<file path="config.mk">
export PLATFORM = sky130hd
export DESIGN_NAME = urv_imem_bridge
export DESIGN_NICKNAME = d
export VERILOG_FILES = /design/src/rtl/urv_imem_bridge.sv
export SDC_FILE = /design/constraint.sdc
export NUM_CORES = 1
export LEC_CHECK = 0
export CAP_MARGIN = 20
export CORE_MARGIN = 2
export CORE_UTILIZATION = 56
export CTS_BUF_LIST = sky130_fd_sc_hd__clkbuf_16
export CTS_CLUSTER_SIZE = 25
export DETAILED_ROUTE_END_ITERATION = 6
export GPL_TIMING_DRIVEN = 0
export PLACE_DENSITY = 0.86
export SLEW_MARGIN = 20
export SYNTH_ARGS = -nofsm -noshare
export SYNTH_HDL_FRONTEND = slang
export SYNTH_SLANG_ARGS = --single-unit
</file>
<file path="constraint.sdc">
create_clock -name clk_i -period 6.49 [get_ports clk_i]
set_input_delay 1.298 -clock clk_i [delete_from_list [all_inputs] [get_ports clk_i]]
set_output_delay 1.298 -clock clk_i [all_outputs]
set_load 0.02 [all_outputs]
</file>
<file path="src/rtl/urv_imem_bridge.sv">
// uRV instruction-memory responder: one-entry word buffer with a pipelined Wishbone read master.
// Optional next-word prefetch buffer enabled by defining URV_IMEM_PREFETCH_EN.
module urv_imem_bridge #(
    parameter int unsigned TIMEOUT_CYCLES = 255
) (
    input  logic        clk_i,
    input  logic        rst_i,
    input  logic [31:0] im_addr_i,
    output logic [31:0] im_data_o,
    output logic        im_valid_o,
    input  logic        flush_i,
    output logic        bus_err_o,
    output logic [31:0] wb_adr_o,
    output logic        wb_cyc_o,
    output logic        wb_stb_o,
    output logic        wb_we_o,
    output logic [3:0]  wb_sel_o,
    input  logic [31:0] wb_dat_i,
    input  logic        wb_ack_i,
    input  logic        wb_err_i,
    input  logic        wb_stall_i
);
    typedef enum logic [1:0] {S_IDLE, S_REQ, S_WAIT} state_e;

    localparam logic [15:0] TMO_LAST = 16'(TIMEOUT_CYCLES - 1);

    state_e      state_q, state_d;
    logic [31:0] adr_q, adr_d;
    logic [15:0] cnt_q, cnt_d;
    logic        stale_q, stale_d;
    logic        cur_vld_q, cur_vld_d;
    logic [29:0] cur_tag_q, cur_tag_d;
    logic [31:0] cur_dat_q, cur_dat_d;
    logic        valid_q, valid_d;
    logic [31:0] data_q, data_d;
    logic        err_q, err_d;

    logic [29:0] tag_in;
    logic        ack, berr, tmo, good, byp, cur_hit, pf_hit, miss;
    logic        unused_addr_lo;

    assign tag_in         = im_addr_i[31:2];
    assign unused_addr_lo = ^im_addr_i[1:0];

`ifdef URV_IMEM_PREFETCH_EN
    logic        pf_vld_q, pf_vld_d;
    logic [29:0] pf_tag_q, pf_tag_d;
    logic [31:0] pf_dat_q, pf_dat_d;
    logic        is_pf_q, is_pf_d;
    logic        pf_fail_q, pf_fail_d;
    logic [29:0] nxt_tag;
    assign nxt_tag = cur_tag_q + 30'd1;
    assign pf_hit  = pf_vld_q && (pf_tag_q == tag_in);
`else
    assign pf_hit  = 1'b0;
`endif

    assign ack     = (state_q == S_WAIT) && wb_ack_i;
    assign berr    = (state_q == S_WAIT) && wb_err_i;
    assign tmo     = (state_q != S_IDLE) && (cnt_q == TMO_LAST);
    // A flushed or stale read ends the cycle but must never reach the buffer.
    assign good    = ack && !stale_q && !flush_i;
    assign byp     = good && (adr_q[31:2] == tag_in);
    assign cur_hit = cur_vld_q && (cur_tag_q == tag_in);
    assign miss    = flush_i || !(byp || cur_hit || pf_hit);

    always_comb begin
        state_d   = state_q;
        adr_d     = adr_q;
        cnt_d     = cnt_q;
        stale_d   = stale_q;
        cur_vld_d = cur_vld_q;
        cur_tag_d = cur_tag_q;
        cur_dat_d = cur_dat_q;
        valid_d   = 1'b0;
        data_d    = data_q;
        err_d     = 1'b0;
`ifdef URV_IMEM_PREFETCH_EN
        pf_vld_d  = pf_vld_q;
        pf_tag_d  = pf_tag_q;
        pf_dat_d  = pf_dat_q;
        is_pf_d   = is_pf_q;
        pf_fail_d = pf_fail_q;
`endif

        if (flush_i) begin
            cur_vld_d = 1'b0;
`ifdef URV_IMEM_PREFETCH_EN
            pf_vld_d  = 1'b0;
            pf_fail_d = 1'b0;
`endif
        end else if (byp) begin
            valid_d = 1'b1;
            data_d  = wb_dat_i;
        end else if (cur_hit) begin
            valid_d = 1'b1;
            data_d  = cur_dat_q;
        end
`ifdef URV_IMEM_PREFETCH_EN
        else if (pf_hit) begin
            valid_d   = 1'b1;
            data_d    = pf_dat_q;
            cur_vld_d = 1'b1;
            cur_tag_d = pf_tag_q;
            cur_dat_d = pf_dat_q;
            pf_vld_d  = 1'b0;
            pf_fail_d = 1'b0;
        end
`endif

        if (good) begin
`ifdef URV_IMEM_PREFETCH_EN
            // A prefetch the core is already asking for goes straight to CUR.
            if (is_pf_q && !byp) begin
                pf_vld_d = 1'b1;
                pf_tag_d = adr_q[31:2];
                pf_dat_d = wb_dat_i;
            end else begin
                cur_vld_d = 1'b1;
                cur_tag_d = adr_q[31:2];
                cur_dat_d = wb_dat_i;
                pf_fail_d = 1'b0;
            end
`else
            cur_vld_d = 1'b1;
            cur_tag_d = adr_q[31:2];
            cur_dat_d = wb_dat_i;
`endif
        end

        case (state_q)
            S_IDLE: begin
                if (miss) begin
                    state_d = S_REQ;
                    adr_d   = {tag_in, 2'b00};
                    cnt_d   = '0;
                    stale_d = 1'b0;
`ifdef URV_IMEM_PREFETCH_EN
                    is_pf_d = 1'b0;
                end else if (cur_hit && !pf_fail_q && !(pf_vld_q && pf_tag_q == nxt_tag)) begin
                    state_d = S_REQ;
                    adr_d   = {nxt_tag, 2'b00};
                    cnt_d   = '0;
                    stale_d = 1'b0;
                    is_pf_d = 1'b1;
`endif
                end
            end
            S_REQ, S_WAIT: begin
                cnt_d = cnt_q + 16'd1;
                if (flush_i) stale_d = 1'b1;
                if (tmo || berr) begin
                    state_d = S_IDLE;
                    err_d   = 1'b1;
`ifdef URV_IMEM_PREFETCH_EN
                    if (is_pf_q) pf_fail_d = 1'b1;
`endif
                end else if (ack) begin
                    state_d = S_IDLE;
                end else if (state_q == S_REQ && !wb_stall_i) begin
                    state_d = S_WAIT;
                end
            end
            default: state_d = S_IDLE;
        endcase
    end

    always_ff @(posedge clk_i) begin
        if (rst_i) begin
            state_q   <= S_IDLE;
            adr_q     <= '0;
            cnt_q     <= '0;
            stale_q   <= 1'b0;
            cur_vld_q <= 1'b0;
            cur_tag_q <= '0;
            cur_dat_q <= '0;
            valid_q   <= 1'b0;
            data_q    <= '0;
            err_q     <= 1'b0;
`ifdef URV_IMEM_PREFETCH_EN
            pf_vld_q  <= 1'b0;
            pf_tag_q  <= '0;
            pf_dat_q  <= '0;
            is_pf_q   <= 1'b0;
            pf_fail_q <= 1'b0;
`endif
        end else begin
            state_q   <= state_d;
            adr_q     <= adr_d;
            cnt_q     <= cnt_d;
            stale_q   <= stale_d;
            cur_vld_q <= cur_vld_d;
            cur_tag_q <= cur_tag_d;
            cur_dat_q <= cur_dat_d;
            valid_q   <= valid_d;
            data_q    <= data_d;
            err_q     <= err_d;
`ifdef URV_IMEM_PREFETCH_EN
            pf_vld_q  <= pf_vld_d;
            pf_tag_q  <= pf_tag_d;
            pf_dat_q  <= pf_dat_d;
            is_pf_q   <= is_pf_d;
            pf_fail_q <= pf_fail_d;
`endif
        end
    end

    assign im_valid_o = valid_q;
    assign im_data_o  = data_q;
    assign bus_err_o  = err_q;
    assign wb_adr_o   = adr_q;
    assign wb_cyc_o   = (state_q != S_IDLE);
    assign wb_stb_o   = (state_q == S_REQ);
    assign wb_we_o    = 1'b0;
    assign wb_sel_o   = 4'hF;
endmodule
</file>
* Word-level counts from Yosys, hierarchy flattened
Index checks and enable logic that the tools add are counted.
** Storage, ports and cells
- Bits in latches :: 0
- Word-level logic and storage cells :: 66
- Register bits after elaboration :: 146
- Memories :: 0
- Output and inout port bits :: 73
- Bits of input ports :: 70
- Bits in writable memories :: 0
- ROM bits :: 0
** Operators by class
- Bitwise logic cells :: 2
- Reductions and logical operators :: 28
- Div/mod/pow operators :: 0
- $mul :: 0
- Multiplexer cells :: 17
- Order comparisons :: 0
- $add $sub $neg :: 1
- Shifts and indexed selects :: 0
- Equal/unequal tests :: 8
** Operator list (number)
- 32-bit two-way mux :: 2
- 30-bit == test :: 2
- 16-bit one-hot mux with 2 select lines :: 1
- 16-bit by 1-bit adder with 16-bit output (second input constant) :: 1
- 16-bit by 8-bit == test with 1-bit output (second input constant) :: 1
- 16-bit two-way mux :: 1
- 1-bit logical AND :: 8
- 2-bit two-way mux :: 4
- 2-bit AND reduction :: 4
- 2-bit nonzero test :: 4
- 1-bit two-way mux :: 7
- 2-bit OR reduction :: 3
- 1-bit logical NOT :: 4
- 2-bit inequality test (second input constant) :: 2
- 4-bit inequality test (second input constant) :: 1
- 2-bit one-hot mux with 2 select lines :: 1
- 1-bit logical OR :: 3
- 3-bit AND reduction :: 1
- 2-bit by 1-bit == test with 1-bit output (second input constant) :: 1
- 2-bit == test (second input constant) :: 1
- 2-bit logical NOT :: 1
- 1-bit NOT :: 2
- 1-bit one-hot mux with 2 select lines :: 1

* Longest topological paths before layout
Gate-level depths: netlist of run 1.
- Depth in word-level cells :: 10
- Depth in mapped cells :: 12
- Mapped depth without buffers :: 8

* Worst setup path after synthesis of run 1
Ideal clock, no wire load.
- Kind :: input port to flip-flop
- Start :: in flush_i
- End :: reg cnt_q[10]
- Stages on the path :: 10
- Data arrival time :: 3.324 ns
- Path buffers :: 4
- Setup time :: 0.133 ns
- Setup slack :: 3.033 ns
- Path through :: buf_2 and4bb_1 buf_4 nand3_1 or4_1 buf_2 o22a_1 nor3_2 buf_2 o221ai_1
** On the way
- Longest elaborated chain between the ends :: 8
** RTL lines
- start, declared :: RTL line 11 : input logic flush_i,
- 1-bit logical NOT :: RTL line 62 : assign good = ack && !stale_q && !flush_i;
- 1-bit logical AND :: RTL line 62
- 1-bit logical AND :: RTL line 63 : assign byp = good && (adr_q[31:2] == tag_in);
- 1-bit logical OR :: RTL line 65 : assign miss = flush_i || !(byp || cur_hit || pf_hit);
- 1-bit logical NOT :: RTL line 65
- 1-bit logical OR * :: RTL line 65
- 2-bit inequality test (no source line) *
- 2-bit AND reduction (no source line) *
- end signal, assigned :: RTL line 190 : cnt_q <= cnt_d;
- end, declared :: RTL line 29 : logic [15:0] cnt_q, cnt_d;
Mark *: on every way between the ends. The rest lies on a longest branch, timed or not.
A chain may end at the register's enable or synchronous reset.

* Worst setup path after layout of run 1
- Start :: in im_addr_i[31]
- End :: reg data_q[24], in the netlist im_data_o[24]
** On the way
- Longest elaborated chain between the ends :: 4
** RTL lines
- start, declared :: RTL line 8 : input logic [31:0] im_addr_i,
- 30-bit == test, on equally long branches :: RTL line 63, 64
- 1-bit logical AND, on equally long branches :: RTL line 63, 64
- 2-bit nonzero test (no source line)
- 2-bit AND reduction (no source line)
- end signal, assigned :: RTL line 196 : data_q <= data_d;
- end, declared :: RTL line 35 : logic [31:0] data_q, data_d;
Parallel ways exist; a longest one is shown, timed or not.

==> results.md, run 1 <==
- Post-synth top flop: dfxtp_1
- Number of antenna diodes: 0
- Post-synth EDFFs: 0
- Placed Area: 0.00894 sq mm
- Hold Crit Depth: 2
- Total number of vias: 7460
- Share of layout cells above drive strength 1: 5.14%
- Setup TNS: 0 ns
- Critical path class: in2reg
- Die X: 119 microns
- Asr flop ratio synth: 0%
- Boundary Pins: 143
- Measured slew at the worst slew-check pin: 0.965 ns
- Vias in the first global route: 6845
- First-pass GRT wire length: 34800 microns
- Routed WL: 21900 microns
- Synth area leaders: dfxtp_1 (40%), xnor2_1 (7.1%), nand2_1 (6.8%), a21oi_1 (6.7%), nand2b_1 (6.5%)
- Fin util: 74.4%
- Post-synth top area share: 39.6%
- Flop2flop setup slack: 3.25 ns
- Total global-route track usage: 30.7%
- Area Overhead vs Synth: 28.3%
- RePlAce Congestion: 0.919
- Slowest-stage cell, CP: or4_1
- Layout Nets: 1134
- FF+latch count, synth: 146
- Core area: 0.0127 sq mm
- Slew HR: 35.1%
- CP Buf/Inv Count: 4
- Setup violators final: 0
- Adder-cell share of the synthesized area: 1.19%
- Synthesized cell area: 0.00738 sq mm
- Post-CTS setup buffer count: 0
- Leak: 3.03 nW
- Clock Tree Root: clkbuf_16
- Cell with the most instances after synthesis: dfxtp_1
- Drt wl/cell: 17.7 microns
- Power Total: 2.55 mW
- CTS clk-pin slew, worst paths: 0.06 ns
- Layout fillers: 959
- Vias per cell: 6.01
- Post-synthesis sequential area ratio: 39.6%
- GR Overflow Total: 0
- Pwr/cell area: 269 mW/mm^2
- Peak Freq: 0.246 GHz
- MaxCap Viol Count: 0
- CTS resizes: 0
- Initial antenna violation count: 0
- Final Cycle Share: 62.6%
- Reg2reg start: state_q[0]$_SDFFE_PP0P_
- Max-slew violations: 0
- Drt pass-1 iters: 6
- Fin crit period: 4.06 ns
- Synth Area in Compound Gates: 17.5%
- Post-DP HPWL: 15300 microns
- Worst Path Required: 6.78 ns
- Post-synth top area cell: dfxtp_1
- CTS Buffer Depth: 2
- Peak VDD IR: 221 uV
- Critical Path Fanout Max: 10
- CTS H-tree depth: 4
- Multiplexer share of the synthesized area: 4.20%
- Max stage delay on crit path: 0.57 ns
- FF-to-FF End: im_data_o[24]$_SDFFE_PP0N_
- Die H: 119 microns
- CP delay by family, top: buffers and inverters
- WHS Endpoint: cur_dat_q[19]$_SDFFE_PP0P_
- Buffers on Ports: 132
- CP cell instances: clkdlybuf4s50_1, xnor2_1, nand4_1, or4_1, buf_1, o22a_1, buf_2, clkbuf_1, o21ai_0, a21oi_1
- Combinational family with the most area after synthesis: simple AND/OR/NAND/NOR gates
- Startpoint type of the worst setup path: primary input
- Clk sinks: 146
- DR iter-0 viols: 823
- Post-Synth Simple-Gate Area: 25.1%
- Mean Syn Cell Area: 8.19 sq um
- XOR/XNOR Fraction of Synth Area: 7.12%
- Die area: 0.0141 sq mm
- Syn. warnings: 0
- Hold_sp: cur_dat_q[19]$_SDFFE_PP0P_
- Commonest cells in the netlist: dfxtp_1 (146), nand2_1 (134), a21oi_1 (99)
- Critical Path AT: 4.35 ns
- Clk_lat worst skew: 0.43 ns
- Worst setup EP type: register
- Final Hold Viols: 0
- Pin count of the biggest net entering global routing: 17
- Final Cell Area: 0.00947 sq mm
- Synth unique cells: 40
- R2R depth: 10
- Cells after Synth: 901
- # rows: 41
- Skew final: 0.00718 ns
- Min-delay worst type: reg2reg
- RSZ-0062 raised after global routing: false
- Post-DRT Antenna Nets: 0
- Initial Utilization: 58.0%
- Total CTS buffers: 17
- Status: finished, final reports clean
- TritonCTS clock tree: yes
- Hold-fix buffers, CTS: 0
- Remaining DRCs: 0
-- layout by cell type (no fill, tap or decap), types with 31 or more instances in the layout --
cell type / n
nand2_1: 134
nand3_1: 44
a21oi_1: 99
clkbuf_1: 58
nand4_1: 31
clkdlybuf4s50_1: 132
nand2b_1: 77
a211o_1: 32
xnor2_1: 60
o21ai_0: 65
mux2i_1: 31
dfxtp_1: 146
-- stage by stage --
| stage | cells | hold slack [ns] | setup slack [ns] |
|---|---|---|---|
| global placement | 1210 | 0.438 | 1.95 |
| global route | 1241 | 0.468 | 2.35 |
| floorplan | 906 | 0.433 | 3.03 |
| finish | 1241 | 0.451 | 2.43 |
| detailed placement | 1210 | 0.444 | 2.13 |
| CTS | 1241 | 0.453 | 2.54 |
-- flip-flops by register name (all words and copies together), names as in the netlist --
| name | cells |
|---|---|
| bus_err_o | 1 |
| cnt_q | 16 |
| cur_vld_q | 1 |
| im_data_o | 32 |
| cur_dat_q | 32 |
| cur_tag_q | 30 |
| stale_q | 1 |
| wb_adr_o | 30 |
| state_q | 2 |
| im_valid_o | 1 |
-- worst register-to-register path, stage by stage, from the launching register on --
cell      delay (ns)
dfxtp_1         0.34
inv_1           0.11
ha_1            0.19
and4bb_1        0.22
buf_4           0.20
nand3_1         0.11
nor4_2          0.85
clkbuf_1        0.48
nand3_1         0.14
a211o_1         0.32
a21oi_1         0.18
-- how the worst max path moves through the flow --
stage / startpoint / end / slack, ns / cells after the start
final: im_addr_i[31] / im_data_o[24]$_SDFFE_PP0N_ / 2.43 / 10
after detailed placement: im_addr_i[31] / cnt_q[12]$_SDFFE_PP0P_ / 2.13 / 9
after floorplan: flush_i / cnt_q[10]$_SDFFE_PP0P_ / 3.03 / 10
after CTS: im_addr_i[31] / cnt_q[12]$_SDFFE_PP0P_ / 2.54 / 9
after global routing: im_addr_i[31] / cnt_q[5]$_SDFFE_PP0P_ / 2.35 / 9
after global placement: im_addr_i[31] / im_data_o[28]$_SDFFE_PP0N_ / 1.95 / 8
-- per-layer routing --
metal	track usage, %	up-vias	wire [microns]
li1	-	3487	-
met1	41.0	3464	9110
met2	48.7	436	10200
met3	5.89	73	2030
met4	12.8	0	652
met5	0	-	0
-- cell families after synthesis --
family	after synthesis
flip-flops	146
XOR/XNOR	60
adder cells (fa/ha/maj)	7
AO/OA/AOI/OAI	219
multiplexers	31
buffers and inverters	87
other	2
AND/OR/NAND/NOR	349
-- report_power, final --
group	total, mW	internal, mW	switching (mW)	leakage (nW)
registers	1.03	0.954	0.0748	1.18
logic	0.626	0.271	0.355	1.59
clock network	0.891	0.514	0.377	0.265
-- final cells by class --
| class | count | area [sq um] | share of cell area, % |
|---|---|---|---|
| plain buffers | 79 | 352 | 3.71 |
| clock buffers | 17 | 425 | 4.49 |
| clock inverters | 14 | 100 | 1.06 |
| inverters | 8 | 30.0 | 0.317 |
| multi-input cells | 673 | 4100 | 43.3 |
| flip-flops and latches | 146 | 2920 | 30.9 |
| well taps | 172 | 215 | 2.27 |
| repair buffers | 132 | 1320 | 14.0 |
Note: power is estimated with default switching activity, not from simulation.
==> inputs of run 2 (changes only) <==
CORE_UTILIZATION = 47   (was 56)
PLACE_DENSITY = 0.77   (was 0.86)
clock period = 3.5 ns   (was 6.49 ns; I/O delays follow)
==> results.md, run 2 (same netlist as run 1, synthesis figures left out) <==
- Status: finished, final reports clean
- Leak: 3.09 nW (+1.8%)
- Min-delay worst type: reg2reg
- Power Total: 5.00 mW (+96%)
- Die H: 129 microns (+8.8%)
- Total number of vias: 7267 (-2.6%)
- Flop2flop setup slack: 0.37 ns (-2.88 ns)
- Share of layout cells above drive strength 1: 5.51% (+0.36 points)
- Post-Place Setup Slack: -0.330 ns (-2.46 ns)
- Layout fillers: 1339 (+40%)
- Core area: 0.0153 sq mm (+20%)
- Post-DRT Antenna Nets: 0 (unchanged)
- Total global-route track usage: 27.1% (-3.6 points)
- Slew HR: 56.3% (+21 points)
- Area Overhead vs Synth: 30.6%
- Critical path class: in2reg
- Startpoint type of the worst setup path: primary input
- Clk sinks: 146 (unchanged)
- RSZ-0062 raised after global routing: false
- Pin count of the biggest net entering global routing: 17 (unchanged)
- Vias per cell: 5.67 (-5.7%)
- Routed WL: 22300 microns (+1.7%)
- Hold-fix buffers, CTS: 0 (unchanged)
- Worst setup EP type: register
- Buffers on Ports: 132 (unchanged)
- First-pass GRT wire length: 35700 microns (+2.7%)
- Peak Freq: 0.295 GHz
- Skew final: 0.00711 ns (-0.0000691 ns)
- Total CTS buffers: 17 (unchanged)
- Critical Path AT: 3.68 ns (-0.67 ns)
- Setup violators final: 0 (unchanged)
- GR Overflow Total: 0 (unchanged)
- TritonCTS clock tree: yes
- Initial Utilization: 48.4% (-9.6 points)
- Die X: 129 microns (+8.8%)
- Drt wl/cell: 17.4 microns (-1.6%)
- Final Hold Viols: 0 (unchanged)
- RePlAce Congestion: 0.913 (-0.66%)
- DR iter-0 viols: 789 (-4.1%)
- Multi-input logic area: 0.00413 sq mm (+0.52%)
- Boundary Pins: 143 (unchanged)
- Layout Nets: 1135 (+0.088%)
- Hold Crit Depth: 2 (unchanged)
- Final Cycle Share: 96.8%
- Area occupied by registers: 0.00292 sq mm (unchanged)
- Remaining DRCs: 0 (unchanged)
- Measured slew at the worst slew-check pin: 0.655 ns (-0.310 ns)
- Placed Area: 0.00900 sq mm (+0.63%)
- CTS clk-pin slew, worst paths: 0.06 ns (about the same)
- CTS Buffer Depth: 2 (unchanged)
- Worst Path Required: 3.79 ns (-2.99 ns)
- CTS H-tree depth: 4 (unchanged)
- Min Hold Slack: 0.450 ns (-0.000125 ns)
- Final Worst Setup Slack: 0.112 ns (-2.32 ns)
- Clock Tree Root: clkbuf_16
- Vias in the first global route: 6922 (+1.1%)
- Peak VDD IR: 391 uV (+77%)
- Final Cell Area: 0.00964 sq mm (+1.8%)
- Most frequent cells in the layout: dfxtp_1 (146), nand2_1 (134), clkdlybuf4s50_1 (132), a21oi_1 (99), nand2b_1 (77)
- Pwr/cell area: 519 mW/mm^2 (+93%)
- Max-slew violations: 0 (unchanged)
- Initial antenna violation count: 1 (+1)
- Number of antenna diodes: 0 (unchanged)
- # rows: 45 (+9.8%)
- Drt pass-1 iters: 5 (-1)
- Die area: 0.0167 sq mm (+18%)
- MaxCap Viol Count: 0 (unchanged)
- Clk_lat worst skew: 0.42 ns (about the same)
- R2R depth: 12 (+2)
- Fin crit period: 3.39 ns
- Critical Path Fanout Max: 10 (unchanged)
- Post-DP HPWL: 16000 microns (+4.5%)
- Most common cell after layout, fill and taps aside: dfxtp_1
==> run 2: power breakdown <==
part           internal [mW]  switching (mW)  leakage, nW
Sequential              1.77           0.138         1.18
Combinational          0.503           0.668         1.61
Clock                   1.19           0.733        0.299
Total                   3.46            1.54         3.09
==> run 2: worst paths after layout <==
check,from,endpoint
min reg2reg,cur_dat_q[6]$_SDFFE_PP0P_,cur_dat_q[6]$_SDFFE_PP0P_
max,im_addr_i[31],im_data_o[25]$_SDFFE_PP0N_
min,cur_dat_q[6]$_SDFFE_PP0P_,cur_dat_q[6]$_SDFFE_PP0P_
max reg2reg,state_q[0]$_SDFFE_PP0P_,im_data_o[25]$_SDFFE_PP0N_
==> run 2: timing repair <==
action / in CTS / in global routing
setup endpoints to repair: 0 / 11
buffers inserted: 0 / 0
resized for setup: 0 / 3
==> run 2: area by class of cell <==
cell class	count	share of cell area, %
plain buffers	79	3.65
clock buffers	17	4.41
clock inverters	15	1.99
inverters	8	0.312
multi-input cells	673	42.8
flip-flops and latches	146	30.3
well taps	211	2.74
repair buffers	133	13.8
==> run 2: critical path, stage by stage <==
cell and delay [ns]:
clkdlybuf4s50_1 0.51, xnor2_1 0.32, nand4_1 0.16, or4_1 0.58, buf_1 0.27, o22a_1 0.34
buf_2 0.23, clkbuf_1 0.22, o21ai_0 0.24, a21oi_1 0.10
==> run 2: routing by layer <==
metal	vias up	global-route usage (%)	share of wire, %
li1	3480	-	-
met1	3416	37.1	44
met2	317	42.4	46
met3	52	5.74	7.2
met4	2	9.91	2.5
met5	-	0	0.067
==> run 2: through the flow <==
step                cells  TNS (ns)  util [%]
finish               1282         0      63.2
global route         1282         0      63.2
CTS                  1282         0      63.0
detailed placement   1250    -14.50      59.0
global placement     1249    -23.30      58.9
floorplan             906         0         -
